$ cat src/rtl/dec2_4e.sv
// dec2_4e: 2-to-4 enabled decoder with registered one-hot output and saturating per-line hit counters
module dec2_4e #(
  parameter int CNT_W      = 16,
  parameter bit ACTIVE_LOW = 1'b0
) (
  input  logic               clk,
  input  logic               rst,
  input  logic               e,
  input  logic [1:0]         a,
  input  logic               cnt_clr,
  output logic [3:0]         y_comb,
  output logic [3:0]         y,
  output logic               y_valid,
  output logic [4*CNT_W-1:0] hit_cnt
);
  localparam logic [3:0] IDLE = ACTIVE_LOW ? 4'hf : 4'h0;
  logic [3:0] dec;
  assign dec    = {4{e}} & (4'b0001 << a);
  assign y_comb = ACTIVE_LOW ? ~dec : dec;
  always_ff @(posedge clk or posedge rst)
    if (rst) begin
      y       <= IDLE;
      y_valid <= 1'b0;
    end else begin
      y       <= y_comb;
      y_valid <= e;
    end
  for (genvar i = 0; i < 4; i++) begin : g_cnt
    logic [CNT_W-1:0] cnt;
    always_ff @(posedge clk or posedge rst)
      if (rst) cnt <= '0;
      else if (cnt_clr) cnt <= '0;
      else if (e && a == 2'(i) && cnt != '1) cnt <= cnt + CNT_W'(1);
    assign hit_cnt[i*CNT_W +: CNT_W] = cnt;
  end
endmodule

$ cat config.mk
export PLATFORM = sky130hd
export DESIGN_NAME = dec2_4e
export DESIGN_NICKNAME = d
export VERILOG_FILES = /design/src/rtl/dec2_4e.sv
export SDC_FILE = /design/constraint.sdc
export NUM_CORES = 1
export LEC_CHECK = 0
export ABC_AREA = 1
export CORE_ASPECT_RATIO = 1.5
export CORE_MARGIN = 5
export CORE_UTILIZATION = 53
export CTS_BUF_LIST = sky130_fd_sc_hd__clkbuf_16
export DETAILED_ROUTE_END_ITERATION = 10
export PLACE_DENSITY = 0.81
export SYNTH_ARGS = -nofsm -noshare
export SYNTH_HDL_FRONTEND = slang
export SYNTH_SLANG_ARGS = --single-unit
$ cat constraint.sdc
create_clock -name clk -period 2.56 [get_ports clk]
set_input_delay 0.512 -clock clk [delete_from_list [all_inputs] [get_ports clk]]
set_output_delay 0.512 -clock clk [all_outputs]
set_load 0.005 [all_outputs]
==> results.md <==
- Hold Path Class: flop to flop
- Fin crit share: 0.930
- Quantity of I/O buffers inserted on ports: 78
- Detailed Route WL: 11.3 mm
- CTS max path bufs: 2
- Fill cells: 689
- # IOs: 79
- Main synth FF type: dfrtp_1
- Root buffer cell: clkbuf_16
- Die area: 0.0101 mm2
- Worst-path cell chain: clkdlybuf4s50_1, nand3_1, inv_1, clkdlybuf4s50_1
- Avg Cell Area, Syn: 6.72 um2
- Setup WS post-layout: 0.180 ns
- First-pass DRT Iterations: 4
- Synth unique cells: 27
- Crit Reg-Reg Startpoint: g_cnt[3].cnt[0]
- Simple-gate area share of the yosys netlist: 0.433
- Hold Vio Cnt, Final: 0
- Slowest-stage cell, CP: clkdlybuf4s50_1
- Critical Path End: y_comb[3]
- Detail Route Antenna Nets: 0
- Core region area: 0.00801 mm2
- Post-synthesis sequential area ratio: 0.398
- Yosys warnings: 0
- First-pass GRT wire length: 19.8 mm
- Initial antenna violation count: 0
- Post-synthesis mux area share: 0
- Setup violators final: 0
- Share of cells above drive strength 1: 0.0503
- Max incr delay on CP: 0.54 ns
- Synthesized Nets: 656
- Most frequent cells in the layout: nand2_1 (266), clkdlybuf4s50_1 (78), inv_1 (77), dfrtp_1 (69)
- GRT Resource Usage Total: 0.237
- Initial Utilization: 0.542
- Total Neg Setup Slack: 0 ns
- Final GP Congestion: 0.892
- R2R Setup Slk: 0.75 ns
- Minimum clock period after layout: 2.38 ns
- # H-tree levels: 3
- Synth top area share: 0.398
- Max cap viols: 0
- Post-Syn Area: 0.00434 mm2
- Crit-path max FO: 5
- Setup Fix Bufs, Post-CTS: 0
- Die H: 121 um
- Share of synthesized registers carrying an async set or reset: 1.00
- Worst vdd ir: 0.000448 V
- Crit start category: input port
- Hold slack final: 0.559 ns
- LEAKAGE: 2.74 nW
- Reg clk slew, reported paths: 0.05 ns
- Vias in the first global route: 4363
- #FFs+latches synth: 69
- Kind of critical path: input port to primary output
- WL per Instance: 13.4 um
- Most used cell, CP: clkdlybuf4s50_1
- # hold bufs at CTS: 0
- Chip width: 83.9 um
- R2R Path End: g_cnt[3].cnt[14]
- Post-CTS Resized: 0
- Peak Freq: 0.420 GHz
- Worst EP arrival: 1.87 ns
- Post-Place Cell Area: 0.00526 mm2
- Synth Area in Compound Gates: 0.0346
- # diodes: 0
- Fin. max-slew vios: 0
- Commonest non-fill, non-tap cell in the layout: nand2_1
- Clk sinks: 69
- Remaining global-route overflow: 0
- Vias: 4449
- Core Rows: 40
- Pre-CTS WS: 0.175 ns
- Worst-margin pin slew: 0.533 ns
- Vias per cell: 5.30
- Power after layout: 0.00232 W
- Cts bufs inserted: 9
- Initial drt markers: 245
- Pwr Density: 421 mW/mm2
- TritonCTS clock tree: done
- Synth Area in XOR/XNOR: 0.0403
- Largest family of logic cells by synthesized area: simple AND/OR/NAND/NOR gates
- Adder-Cell Fraction of Synth Area: 0.0115
- Skew-Pair Late Insertion Delay: 0.34 ns
- Critical Path RT: 2.05 ns
- R2R depth: 9
- DP HPWL: 7.94 mm
- Number of flops mapped to enable cells by yosys: 0
- Synth top area cells: dfrtp_1 (40%), nand2_1 (23%), nand3_1 (7.7%), inv_1 (6.7%), nor2_1 (5.8%)
- Final Skew: 0.00858 ns
- Design area: 0.00550 mm2
- Area delta synth->final: 26.7%
- Cell taking the most area after synthesis: dfrtp_1
- Largest net degree at the start of global routing: 70
- Slew HR: 0.643
- Crit end category: primary output
- DRC Markers: 0
- Unrepaired setup endpoints after global routing: no
- Layout net count: 742
- Mapped Cells: 646
- Crit path from: e
- Status: finished, final reports clean
## worst min path at each step
stage	startpoint	end	slack, ns	cells past startpoint
after detailed placement	g_cnt[1].cnt[9]	g_cnt[1].cnt[9]	0.54	2
after global routing	g_cnt[0].cnt[14]	g_cnt[0].cnt[14]	0.59	2
after global placement	g_cnt[1].cnt[9]	g_cnt[1].cnt[9]	0.52	2
after CTS	g_cnt[1].cnt[9]	g_cnt[1].cnt[9]	0.55	2
after floorplan	g_cnt[1].cnt[14]	g_cnt[1].cnt[14]	0.52	2
final	g_cnt[1].cnt[14]	g_cnt[1].cnt[14]	0.56	2
## cells by family after synthesis
group	Yosys count
AND/OR/NAND/NOR	439
buffers and inverters	89
flip-flops	69
adder cells (fa/ha/maj)	4
AO/OA/AOI/OAI	25
XOR/XNOR	20
## critical path, delay by kind of cell
kind / cells / cell delay [ns]
buf+inv: 3 / 1.22
simple gates: 1 / 0.14
## metal layers
metal  GRT usage  vias up  part of all wire
li1            -     2191                 -
met1       0.287     2094              0.42
met2       0.404      146              0.51
met3      0.0584       18             0.057
met4      0.0946        0             0.019
met5           0        -                 0
## state kept, by name, indices dropped and copies added, names as in the netlist
name	cells
y	4
g_cnt.cnt	64
y_valid	1
## layout make-up
cell class / instances / area, um2 / share of cell area
Inverter: 79 / 298 / 0.0541
Clock inverter: 5 / 21.3 / 0.00387
Clock buffer: 9 / 225 / 0.0409
Tap cell: 105 / 131 / 0.0239
Sequential cell: 69 / 1730 / 0.314
Timing Repair Buffer: 85 / 846 / 0.154
Multi-Input combinational cell: 488 / 2250 / 0.410
## power breakdown
part | leakage (nW) | total [W] | internal, W | switching [W]
combinational | 1.65 | 0.000135 | 0.0000452 | 0.0000902
clock | 0.127 | 0.00108 | 0.000630 | 0.000447
sequential | 0.958 | 0.00111 | 0.00110 | 0.00000704
total | 2.74 | 0.00232 | 0.00177 | 0.000544
## synth_stat cells (3+ instances only)
cell / number
nand4_1: 18
xnor2_1: 5
o21ai_1: 8
o21bai_1: 10
buf_2: 3
nor2_2: 6
nand2_1: 266
ha_1: 4
nand3_1: 67
dfrtp_1: 69
xor2_1: 15
inv_1: 77
nor2_4: 6
nand3b_1: 3
o21ai_0: 6
nor2_1: 67
## stage by stage
| step | utilization | std cells |
|---|---|---|
| global route | 0.687 | 840 |
| floorplan | - | 646 |
| detailed placement | 0.656 | 826 |
| global placement | 0.656 | 826 |
| CTS | 0.687 | 840 |
| finish | 0.687 | 840 |
Note: power is estimated with default switching activity, not from simulation.
